--- src/rtl/stream_mux_rr_pkg.sv ---
// Shared definitions for the round-robin stream multiplexer:
// arbitration mode encodings and the channel-select width helper.
package stream_mux_rr_pkg;

    localparam int MODE_FIXED = 0;
    localparam int MODE_RR    = 1;

    // Width of a channel index. It is at least one bit, so a select
    // port always exists even for the smallest channel counts.
    function automatic int sel_w(input int n);
        int w;
        w = $clog2(n);
        if (w < 1) begin
            w = 1;
        end else begin
            w = w;
        end
        return w;
    endfunction

endpackage

--- src/rtl/rr_arbiter.sv ---
// One-hot grant generator. In round-robin mode the search starts at the
// pointer and wraps from N-1 to 0. In fixed mode the search starts at 0,
// so the lowest-index request wins. No grant is issued while i_en is low.
module rr_arbiter
    import stream_mux_rr_pkg::*;
#(
    parameter int N = 4
) (
    input  logic [N-1:0]        i_req,
    input  logic [sel_w(N)-1:0] i_ptr,
    input  logic                i_mode,
    input  logic                i_en,
    output logic [N-1:0]        o_grant
);

    localparam int SW = sel_w(N);

    logic [SW-1:0] w_start;
    logic [SW-1:0] w_idx;
    logic          w_found;

    // Rotating priority search: grant the first requester found at or after the start index
    always_comb begin
        o_grant = '0;
        w_found = 1'b0;
        w_idx   = '0;
        if (i_mode == 1'b1) begin
            w_start = i_ptr;
        end else begin
            w_start = '0;
        end
        for (int k = 0; k < N; k++) begin
            w_idx = SW'((int'(w_start) + k) % N);
            if (i_en && !w_found && i_req[w_idx]) begin
                o_grant[w_idx] = 1'b1;
                w_found        = 1'b1;
            end else begin
                w_found = w_found;
            end
        end
    end

endmodule

--- src/rtl/stream_mux_rr.sv ---
// N-channel valid/ready stream multiplexer with a one-word registered output
// stage. Channel selection is either fixed priority or round robin. A new
// word may be loaded whenever the output register is empty or is being
// drained in the same cycle, which gives one word per cycle with no bubbles.
module stream_mux_rr
    import stream_mux_rr_pkg::*;
#(
    parameter int N_CH   = 4,
    parameter int DATA_W = 4,
    parameter int MODE   = 1
) (
    input  logic                     clk,
    input  logic                     rst_n,
    input  logic [N_CH*DATA_W-1:0]   in_data,
    input  logic [N_CH-1:0]          in_valid,
    output logic [N_CH-1:0]          in_ready,
    output logic [DATA_W-1:0]        out_data,
    output logic                     out_valid,
    input  logic                     out_ready,
    output logic [sel_w(N_CH)-1:0]   out_sel
);

    localparam int SW = sel_w(N_CH);

    logic              w_load;
    logic              w_en;
    logic              w_mode;
    logic              w_xfer_in;
    logic [N_CH-1:0]   w_grant;
    logic [SW-1:0]     w_sel;
    logic [SW-1:0]     w_ptr_next;
    logic [DATA_W-1:0] w_data;

    logic              r_out_valid;
    logic [DATA_W-1:0] r_out_data;
    logic [SW-1:0]     r_out_sel;
    logic [SW-1:0]     r_ptr;

    // The register can take a word when empty or when its word leaves this
    // cycle. Reset also gates the grant, so in_ready stays low while rst_n is low.
    assign w_load = !r_out_valid || out_ready;
    assign w_en   = w_load && rst_n;
    assign w_mode = (MODE == MODE_RR) ? 1'b1 : 1'b0;

    rr_arbiter #(
        .N (N_CH)
    ) u_arb (
        .i_req   (in_valid),
        .i_ptr   (r_ptr),
        .i_mode  (w_mode),
        .i_en    (w_en),
        .o_grant (w_grant)
    );

    // The grant is only asserted on a valid request, so any grant bit
    // means an input transfer takes place this cycle.
    assign in_ready  = w_grant;
    assign w_xfer_in = |w_grant;

    // Encode the one-hot grant, select the payload, and compute the next pointer
    always_comb begin
        w_sel  = '0;
        w_data = '0;
        for (int i = 0; i < N_CH; i++) begin
            if (w_grant[i]) begin
                w_sel  = SW'(i);
                w_data = in_data[i*DATA_W +: DATA_W];
            end else begin
                w_sel  = w_sel;
            end
        end
        if (w_sel == SW'(N_CH - 1)) begin
            w_ptr_next = '0;
        end else begin
            w_ptr_next = w_sel + SW'(1'b1);
        end
    end

    // Output word register and round-robin pointer
    always_ff @(posedge clk or negedge rst_n) begin
        if (!rst_n) begin
            r_out_valid <= 1'b0;
            r_out_data  <= '0;
            r_out_sel   <= '0;
            r_ptr       <= '0;
        end else if (w_xfer_in) begin
            r_out_valid <= 1'b1;
            r_out_data  <= w_data;
            r_out_sel   <= w_sel;
            r_ptr       <= w_ptr_next;
        end else if (out_ready) begin
            r_out_valid <= 1'b0;
        end else begin
            r_out_valid <= r_out_valid;
        end
    end

    assign out_valid = r_out_valid;
    assign out_data  = r_out_data;
    assign out_sel   = r_out_sel;

endmodule

--- config.mk ---
export PLATFORM = sky130hd
export DESIGN_NAME = stream_mux_rr
export DESIGN_NICKNAME = d
export VERILOG_FILES = /design/src/rtl/stream_mux_rr_pkg.sv /design/src/rtl/rr_arbiter.sv /design/src/rtl/stream_mux_rr.sv
export SDC_FILE = /design/constraint.sdc
export NUM_CORES = 1
export LEC_CHECK = 0
export ABC_AREA = 1
export BUFFER_PORTS_ARGS = -buffer_cell sky130_fd_sc_hd__buf_4
export CAP_MARGIN = 10
export CORE_UTILIZATION = 35
export DETAILED_ROUTE_END_ITERATION = 10
export PLACE_DENSITY = 0.62
export SLEW_MARGIN = 15
export SYNTH_ARGS = -nofsm -noshare
export SYNTH_HDL_FRONTEND = slang
export SYNTH_SLANG_ARGS = --single-unit
--- constraint.sdc ---
create_clock -name clk -period 3.3 [get_ports clk]
set_clock_uncertainty 0.05 [all_clocks]
set_input_delay 0.33 -clock clk [delete_from_list [all_inputs] [get_ports clk]]
set_output_delay 0.33 -clock clk [all_outputs]
set_load 0.01 [all_outputs]
==> impl_metrics.csv, run 1 <==
group,metric,value,unit
worst_setup_path,critical_path_class,"flip-flop to primary output",
timing,tightest_slew,0.2591,ns
clock_tree,h-tree-depth,1,
drt,drc_errors,0,
worst_setup_path,timing.reg2reg.setup_slack,0.95,ns
placed_design,dp.cells,197,
global_route,grt_pass1_vias,910,
placed_design,dpl_cell_area,0.001286,mm2
clock_tree,clk_pin_slew,0.06,ns
timing,holdWs,0.2854,ns
synth,syn_avg_cell_area,7.517,um2
floorplan,dieArea,0.003074,mm2
power,p_per_area,1003,mW/mm2
synth,synth-seq-area-share,22.53,%
worst_setup_path,critPathBufInv,4,
worst_setup_path,cp_max_fo,9,
worst_setup_path,arrival,2.22,ns
floorplan,start_util,36.57,%
synth,syn_inst,133,
run_status,status,"completed",
placed_design,dpl.hpwl,1936,um
hold_path,hp-class,"input port to flip-flop",
drt,first_iter_violations,29,
placed_design,portBuffers,33,
worst_setup_path,crit_chain,"inv_1 -> ha_1 -> inv_1 -> nand3_2 -> nand2_4 -> inv_4 -> nor2_8 -> nand3_1 -> nand3_4 -> buf_4",
power,p_leak,0.7224,nW
clock_tree,post-cts-setup-buffers,0,
final_layout,antenna_cells,0,
floorplan,die_h,55.45,um
worst_setup_path,cp_num_cells,10,
timing,fin_crit,2.603,ns
global_route,grt_first_pass_wirelength,3926,um
power,internal_power,0.6050,mW
run,cap_violations,0,
timing,slew-limit-headroom,82.63,%
timing,rsz0062_at_grt,"false",
floorplan,die_width,55.45,um
drt,drt_pass1_iterations,4,
drt,drt-wirelength-per-cell,11.20,um
worst_setup_path,path_common_cell,"inv_1",
timing,drv_slew,0,
clock_tree,ctsRootBufferMaster,"clkbuf_4",
worst_setup_path,cp.required,2.92,ns
floorplan,core_area,0.002734,mm2
drt,wl,2262,um
placed_design,place.gp.congestion,0.8551,
synth,synth_seq_cells,9,
timing,tns,0,ns
floorplan,pin_count,34,
final_layout,post-route-cell-area,0.001323,mm2
global_route,antenna_found_initial,0,
clock_tree,cts.path.max_buffers,2,
worst_setup_path,reg2reg_depth,14,
timing,period_share,78.88,%
timing,fmax,0.3842,GHz
clock_tree,cts_made_buffers,3,
worst_setup_path,cpPeakStageDelay,0.47,ns
global_route,gr-total-overflow,0,
drt,vias_per_cell,4.906,
placed_design,dp_slack,0.9539,ns
synth,synth_cell_types,24,
power,power_frac_comb,77.8,%
global_route,grt_max_degree,11,
drt,ant_nets,0,
final_layout,drive_above_1_share,40.94,%
final_layout,area_delta_synth_final,32.29,%
clock_tree,cts_tree,"done",
final_layout,finalNonFillerCells,202,
timing,setup_ws,0.6969,ns
synth,yosys_warnings,0,
final_layout,final_core_util,48.38,%
worst_setup_path,start_kind,"flip-flop",
power,seqPwrFrac,15.9,%
hold_path,hold_path_depth,4,
clock_tree,clock-sinks,9,
power,p_switching,0.7214,mW
drt,num_vias,991,
power,p_clk_share,6.3,%
timing,finalHoldViolCount,0,
clock_tree,clk_latency,0.25,ns
synth,syn_area,999.7,um2
worst_setup_path,worst_path_max_delay_cell,"dfrtp_1",
worst_setup_path,crit_family,"simple AND/OR/NAND/NOR gates",
global_route,track_usage,15.55,%
timing,setup_violations,0,
synth,synthesis.nets,163,
worst_setup_path,critPathCaptureType,"primary output",
power,ir_worst_vdd,0.0005738,V
final_layout,fin_nets,202,
floorplan,rows,19,
power,swShare,54.39,%
power,p_total,1.326,mW
==> sequential cells by signal (all words and copies together), names as in the netlist <==
register	flops
out_data	4
out_valid	1
out_sel	2
r_ptr	2
==> per-layer routing <==
| metal | routed length, um | global-route usage, % | up-vias |
|---|---|---|---|
| met3 | 72 | 1.171 | 2 |
| met2 | 1108 | 25.99 | 17 |
| met1 | 1075 | 21.11 | 456 |
| li1 | - | - | 516 |
| met4 | 5 | 5.357 | 0 |
| met5 | 0 | 0 | - |
==> synthesized netlist by cell type <==
master,n,area [um2]
nand2_4,4,45.04
nand3_1,22,110.1
clkinv_1,2,7.510
a21oi_1,8,40.04
nor2_2,3,18.77
inv_2,2,7.510
nor2_1,4,15.01
dfrtp_1,9,225.2
inv_1,6,22.52
o21ai_1,2,10.01
nand3_4,3,52.55
inv_4,4,25.02
nand3_2,4,40.04
nand4_1,2,12.51
ha_1,7,87.58
nand2_1,36,135.1
and2_4,1,8.760
o21ai_0,1,5.000
nor2_4,3,33.78
a21oi_2,1,8.760
nand3b_4,1,20.02
a21boi_2,1,11.26
nand2_2,6,37.54
nor2_8,1,20.02
==> repair_timing <==
item | in CTS | in global routing
resized for setup | 0 | 0
endpoints found under the hold margin | 9 | 0
endpoints found under the setup margin | 0 | 0
hold buffers | 1 | 0
==> area by class of cell <==
class / instances / area (um2)
clock buffers: 4 / 26.28
fillers: 277 / 1411
inverters: 14 / 62.56
multi-input cells: 110 / 711.9
flip-flops and latches: 9 / 225.2
well taps: 31 / 38.79
repair buffers: 34 / 257.7
==> worst min-delay path, delay by kind of cell <==
kind,cells,cell delay (ns)
buffers and inverters,2,0.13
AND/OR/NAND/NOR,2,0.10
==> final timing paths <==
| path | end | from |
|---|---|---|
| max | in_ready[2] | r_ptr[1] |
| min | out_valid | out_ready |
| max reg2reg | out_data[0] | r_ptr[1] |
| min reg2reg | out_data[1] | out_data[1] |
| max in group asynchronous | out_valid | rst_n |
| min in group asynchronous | out_data[1] | rst_n |
==> power by group through the flow <==
stage          combinational (mW)  clock [mW]  sequential (mW)
6_report                     1.03      0.0838            0.211
5_1_grt                      1.15      0.0904            0.218
4_1_cts                      1.04      0.0889            0.211
3_5_place_dp                 1.04           0            0.213
3_3_place_gp                 1.02           0            0.209
2_1_floorplan               0.774           0            0.221
==> layout by cell type, fill, tap and decap left out <==
cell type	count
dlygate4sd3_1	1
inv_1	6
o21ai_1	2
a21oi_1	8
nor2_2	3
nor2_4	3
dfrtp_1	9
a21oi_2	1
nand3b_4	1
nand3_1	22
nor2_8	1
nand3_2	4
nand2_1	36
o21ai_0	1
inv_2	2
nand4_1	2
clkinv_1	2
nand3_4	3
nor2_1	4
inv_4	4
buf_4	33
nand2_4	4
and2_4	1
clkbuf_4	3
nand2_2	6
clkbuf_1	1
ha_1	7
a21boi_2	1
==> logic make-up after synthesis <==
family	synth area share [%]
AOI/OAI and AO/OA	7.509
adders and majority gates	8.761
buffers and inverters	6.258
DFF	22.53
and+or+nand+nor	54.94
(Power assumes the default switching activity.)
==> inputs of run 2 (changes only) <==
ABC_AREA = 0   (was 1)
PLACE_DENSITY = 0.64   (was 0.62)
clock period = 2.6 ns   (was 3.3 ns; I/O delays follow)
==> run 2 against run 1 <==
Effect of this change: the run now ends with negative setup slack left; core utilization up 18 points; worst hold slack got worse by 0.099 ns; count of clock-buffer cells in the layout unchanged; via count rose by 1.4%; die area fell by 12%; sequential power grew 27%; register-to-register slack worse by 1.0 ns; highest routed layer unchanged.
==> impl_metrics.csv, run 2 <==
group,metric,value,unit
synth,synth_common_cells,"9 x dfrtp_1, 9 x nand2_1, 7 x ha_1",
worst_setup_path,cp_max_fo,6,
clock_tree,cts_made_buffers,3,
worst_setup_path,reg2reg_depth,9,
timing,drv_slew,0,
final_layout,final_common_cell,"buf_4",
drt,vias_per_cell,5.462,
run_status,violations,"negative setup slack",
hold_path,whs_endpoint,"out_data[0]",
final_layout,post-route-cell-area,0.001515,mm2
worst_setup_path,r2r_end,"out_data[2]",
floorplan,core_area,0.002276,mm2
worst_setup_path,critical_path_class,"flip-flop to flip-flop",
timing,rsz0062_at_grt,"true",
floorplan,rows,17,
power,ir_worst_vdd,0.001005,V
hold_path,hp-class,"input port to flip-flop",
synth,synth_seq_cells,9,
global_route,gr-total-overflow,0,
hold_path,hold_start,"in_data[8]",
drt,wl,2995,um
synth,syn_avg_cell_area,9.676,um2
clock_tree,cts.path.max_buffers,2,
timing,period_share,102.7,%
final_layout,antenna_cells,0,
final_layout,drive_above_1_share,57.69,%
worst_setup_path,crit_chain,"inv_2 -> ha_4 -> mux4_2 -> or4b_4 -> a21oi_4 -> buf_6 -> nor3b_2 -> o311ai_1 -> a31oi_1",
clock_tree,cts_tree,"done",
clock_tree,ctsRootBufferMaster,"clkbuf_4",
synth,synth_edf_count,0,
final_layout,finalNonFillerCells,184,
worst_setup_path,timing.reg2reg.setup_slack,-0.07,ns
worst_setup_path,r2r_start,"r_ptr[1]",
timing,finalHoldViolCount,0,
worst_setup_path,cpPeakStageDelay,0.60,ns
synth,synth-seq-area-share,25.86,%
final_layout,fillCellCount,175,
drt,drt-wirelength-per-cell,16.28,um
timing,tns,-0.3033,ns
timing,fin_crit,2.670,ns
synth,yosysTopAreaCell,"dfrtp_1",
worst_setup_path,cp.required,2.69,ns
floorplan,dieArea,0.002692,mm2
timing,tightest_slew,0.3314,ns
synth,yosysTopAreaCellShare,25.86,%
drt,ant_nets,0,
power,p_leak,0.7064,nW
global_route,track_usage,24.63,%
placed_design,place.gp.congestion,0.7918,
worst_setup_path,start_kind,"flip-flop",
synth,synthesis.nets,120,
drt,drt_pass1_iterations,4,
synth,synthFlopType,"dfrtp_1",
synth,syn_inst,90,
global_route,grt_first_pass_wirelength,4788,um
worst_setup_path,worst_path_max_delay_cell,"or4b_4",
worst_setup_path,arrival,2.76,ns
clock_tree,clk_latency,0.26,ns
clock_tree,h-tree-depth,1,
global_route,grt_pass1_vias,1016,
global_route,antenna_found_initial,0,
drt,drc_errors,0,
final_layout,layout_common_cells,"55 x buf_4, 9 x nand2_1, 9 x dfrtp_1",
floorplan,pin_count,34,
synth,async_reset_ff_share,100.0,%
timing,setup_ws,-0.06984,ns
floorplan,die_h,51.88,um
final_layout,largest_reg_flops,4,
drt,num_vias,1005,
clock_tree,clock-sinks,9,
placed_design,portBuffers,33,
worst_setup_path,critPathCaptureType,"flip-flop",
global_route,grt_max_degree,12,
final_layout,area_delta_synth_final,73.99,%
clock_tree,clk_pin_slew,0.07,ns
timing,setup_violations,6,
synth,synth_cell_types,30,
hold_path,hold_path_depth,3,
synth,yosys_warnings,0,
floorplan,die_width,51.88,um
placed_design,dpl_cell_area,0.001221,mm2
placed_design,dp.cells,160,
power,p_per_area,1228,mW/mm2
placed_design,dpl.hpwl,1923,um
synth,syn_area,870.8,um2
run,cap_violations,0,
floorplan,start_util,38.26,%
final_layout,fin_nets,187,
run_status,status,"finished, violations left",
timing,fmax,0.3746,GHz
synth,synth_area_leaders,"dfrtp_1 26%, ha_1 10%, mux4_1 6.0%, mux4_2 5.2%, o311ai_1 4.0%",
drt,first_iter_violations,20,
timing,slew-limit-headroom,77.86,%
run 2: cell count changes in the layout (fill, tap and decap cells not counted), moves of 4 or more:
cell      delta
a21oi_1      -4
nand3b_1     +4
nand2_4      -4
a31oi_1      +4
buf_4       +22
nand3_2      -4
inv_1        -6
buf_6        +8
nand2_1     -27
nand2_2      -6
o21bai_1     +4
o21a_1       +4
nand3_1     -22
run 2: cell type report:
| cell class | count | area, um2 | area share [%] |
|---|---|---|---|
| Timing Repair Buffer | 64 | 513.0 | 33.86 |
| Inverter | 6 | 31.28 | 2.064 |
| Clock buffer | 4 | 26.28 | 1.734 |
| Sequential cell | 9 | 225.2 | 14.86 |
| Multi-Input combinational cell | 73 | 684.4 | 45.17 |
| Tap cell | 28 | 35.03 | 2.312 |
run 2: worst max path at each step:
stage	to	from
floorplan	out_data[0]	r_ptr[0]
global placement	out_data[1]	r_ptr[1]
detailed placement	out_data[0]	r_ptr[1]
CTS	in_ready[0]	r_ptr[1]
global route	out_data[2]	r_ptr[1]
finish	out_data[2]	r_ptr[1]
run 2: layer usage:
layer	vias up	global-route usage, %	routed length (um)
met3	2	3.216	97
met5	-	0	0
met1	500	32.18	1331
met4	0	6.757	15
li1	478	-	-
met2	25	42.09	1550
run 2: critical path, delay by kind of cell, from the launching register on:
family	cells	cell delay (ns)
fa+ha+maj	1	0.27
simple gates	2	0.65
mux	1	0.30
buf+inv	2	0.24
flops	1	0.40
compound gates	3	0.65
run 2: cell families (layout without fill, tap and decap cells):
family / count (synthesis) / count (layout) / share of synthesized area (%)
flops: 9 / 9 / 25.86
buf+inv: 8 / 74 / 4.453
simple gates: 29 / 29 / 19.25
mux: 4 / 4 / 11.21
fa+ha+maj: 7 / 7 / 10.06
compound gates: 33 / 33 / 29.17
run 2: timing repair:
action                                  4_1_cts  5_1_grt
endpoints found under the setup margin        7       12
pin swaps                                     9       10
hold endpoints to repair                      9        0
gates resized for setup                      16       11
buffers inserted                             17        5
hold buffers                                  1        0
gates cloned                                  0        0
run 2: where the power goes:
part	leakage, nW	internal (mW)	switching (mW)
Combinational	0.586	0.805	0.673
Clock	0.0150	0.0593	0.0560
Sequential	0.105	0.222	0.0450
run 2: per-stage QoR:
step                      util, %  worst slack, ns  total power, mW  hold WS, ns
after floorplan                 -        0.0006926           0.9494     -0.08559
after global placement      53.66          0.06341            1.311      0.05247
after detailed placement    53.66         -0.03091            1.334      0.05488
after CTS                   64.32         -0.04939            1.710       0.2053
after global routing        66.57          -0.1594            1.994       0.2178
final                       66.57         -0.06984            1.861       0.1864
==> inputs of run 3 (changes only) <==
CORE_UTILIZATION = 30   (was 35)
PLACE_DENSITY = 0.57   (was 0.64)
==> run 3 against run 2 <==
Effect of this change: the flow still finishes with violations (negative setup slack); core utilization shrank 14 points; global-route usage shrank 8.4 points; critical path depth shrank 2; critical endpoint is now in_ready[2]; largest power group unchanged; highest routed layer unchanged.
==> impl_metrics.csv, run 3 (synthesized netlist as in run 2, its figures left out) <==
group,metric,value,unit
drt,ant_nets,0,
worst_setup_path,cp.required,2.29,ns
power,p_leak,0.6644,nW
drt,first_iter_violations,9,
timing,tightest_slew,0.3411,ns
floorplan,start_util,31.58,%
drt,drc_errors,0,
final_layout,final_core_util,52.31,%
run_status,violations,"negative setup slack",
final_layout,fin_nets,178,
hold_path,hold_start,"in_data[10]",
worst_setup_path,timing.reg2reg.setup_slack,-0.04,ns
floorplan,dieArea,0.003122,mm2
timing,setup_ws,-0.04880,ns
final_layout,drive_above_1_share,54.42,%
drt,num_vias,932,
worst_setup_path,r2r_end,"out_data[3]",
global_route,antenna_found_initial,0,
timing,fmax,0.3775,GHz
clock_tree,clk_latency,0.26,ns
global_route,track_usage,16.22,%
worst_setup_path,reg2reg_depth,9,
final_layout,largest_reg_flops,4,
clock_tree,ctsRootBufferMaster,"clkbuf_4",
global_route,gr-total-overflow,0,
timing,fin_crit,2.649,ns
clock_tree,clk_pin_slew,0.06,ns
placed_design,place.gp.congestion,0.8804,
worst_setup_path,start_kind,"flip-flop",
placed_design,dpl.hpwl,1789,um
clock_tree,h-tree-depth,1,
drt,wl,2531,um
power,ir_worst_vdd,0.0007977,V
global_route,grt_max_degree,12,
timing,drv_slew,0,
timing,rsz0062_at_grt,"true",
worst_setup_path,critPathCaptureType,"primary output",
drt,drt-wirelength-per-cell,14.22,um
floorplan,pin_count,34,
final_layout,fillCellCount,248,
drt,vias_per_cell,5.236,
hold_path,whs_endpoint,"out_data[2]",
run_status,status,"finished, violations left",
final_layout,finalNonFillerCells,178,
floorplan,core_area,0.002758,mm2
worst_setup_path,r2r_start,"r_ptr[0]",
timing,slew-limit-headroom,77.21,%
timing,period_share,101.9,%
timing,finalHoldViolCount,0,
timing,setup_violations,6,
clock_tree,clock-sinks,9,
final_layout,area_delta_synth_final,65.66,%
placed_design,dp.cells,162,
clock_tree,cts.path.max_buffers,2,
global_route,grt_pass1_vias,890,
clock_tree,cts_tree,"done",
final_layout,post-route-cell-area,0.001443,mm2
floorplan,rows,19,
drt,drt_pass1_iterations,4,
power,p_per_area,1179,mW/mm2
run,cap_violations,0,
floorplan,die_width,55.88,um
placed_design,portBuffers,33,
worst_setup_path,critical_path_class,"flip-flop to primary output",
hold_path,hp-class,"input port to flip-flop",
clock_tree,cts_made_buffers,3,
worst_setup_path,cp_max_fo,5,
hold_path,hold_path_depth,3,
final_layout,final_common_cell,"buf_4",
floorplan,die_h,55.88,um
worst_setup_path,arrival,2.34,ns
placed_design,dpl_cell_area,0.001217,mm2
final_layout,antenna_cells,0,
global_route,grt_first_pass_wirelength,4002,um
final_layout,layout_common_cells,"46 x buf_4, 9 x nand2_1, 9 x dfrtp_1",
-- run 3: changes by cell type in the layout (fill, tap and decap cells not counted), sizes merged --
cell	before	now
buf	63	54
clkinv	2	0
inv	4	6
-- run 3: what timing repair did --
action                     CTS  global route
hold buffers                 1             0
gates resized for setup      4            19
pin swaps                    3            11
hold endpoints to repair     9             0
setup endpoints to repair    5             9
setup buffers                6             5
-- run 3: worst max-delay path, cell delays in order (launching register included) --
cell,delay (ns)
dfrtp_1,0.39
inv_2,0.07
ha_4,0.27
mux4_2,0.29
or4b_4,0.59
o22a_4,0.29
inv_4,0.08
buf_6,0.10
-- run 3: worst max path at each step --
stage | startpoint | cells past startpoint | slack [ns] | endpoint
final | r_ptr[0] | 7 | -0.05 | in_ready[2]
after CTS | r_ptr[1] | 7 | -0.03 | in_ready[2]
after floorplan | r_ptr[0] | 9 | 0.0007 | out_data[0]
after detailed placement | r_ptr[0] | 8 | 0.006 | out_data[3]
after global routing | r_ptr[0] | 9 | -0.12 | out_data[3]
after global placement | r_ptr[0] | 8 | 0.01 | out_data[3]
-- run 3: layout make-up --
class | count | area [um2] | share of cell area (%)
Sequential cell | 9 | 225.2 | 15.61
Clock buffer | 4 | 26.28 | 1.821
Multi-Input combinational cell | 73 | 679.4 | 47.09
Timing Repair Buffer | 55 | 445.4 | 30.88
Inverter | 6 | 27.53 | 1.908
Tap cell | 31 | 38.79 | 2.689
-- run 3: stage by stage --
stage	power (mW)	TNS (ns)	setup WS [ns]	hold slack, ns
after floorplan	0.9494	0	0.0006926	-0.08559
after global placement	1.327	0	0.01429	0.04710
after detailed placement	1.318	0	0.005959	0.04781
after CTS	1.524	-0.05300	-0.02667	0.2061
after global routing	1.840	-0.8052	-0.1201	0.2111
final	1.702	-0.1722	-0.04880	0.2080
-- run 3: power by group --
part           leakage (nW)  internal [mW]  switching [mW]
Sequential            0.105          0.222          0.0465
Combinational         0.544          0.702           0.623
Clock                0.0150         0.0592          0.0491
Total                 0.664          0.983           0.718
-- run 3: per-layer routing --
metal | track usage (%) | vias up | wire (um)
met2 | 27.37 | 26 | 1272
met4 | 5.226 | 0 | 60
li1 | - | 458 | -
met3 | 1.860 | 8 | 164
met5 | 0 | - | 0
met1 | 21.73 | 440 | 1033
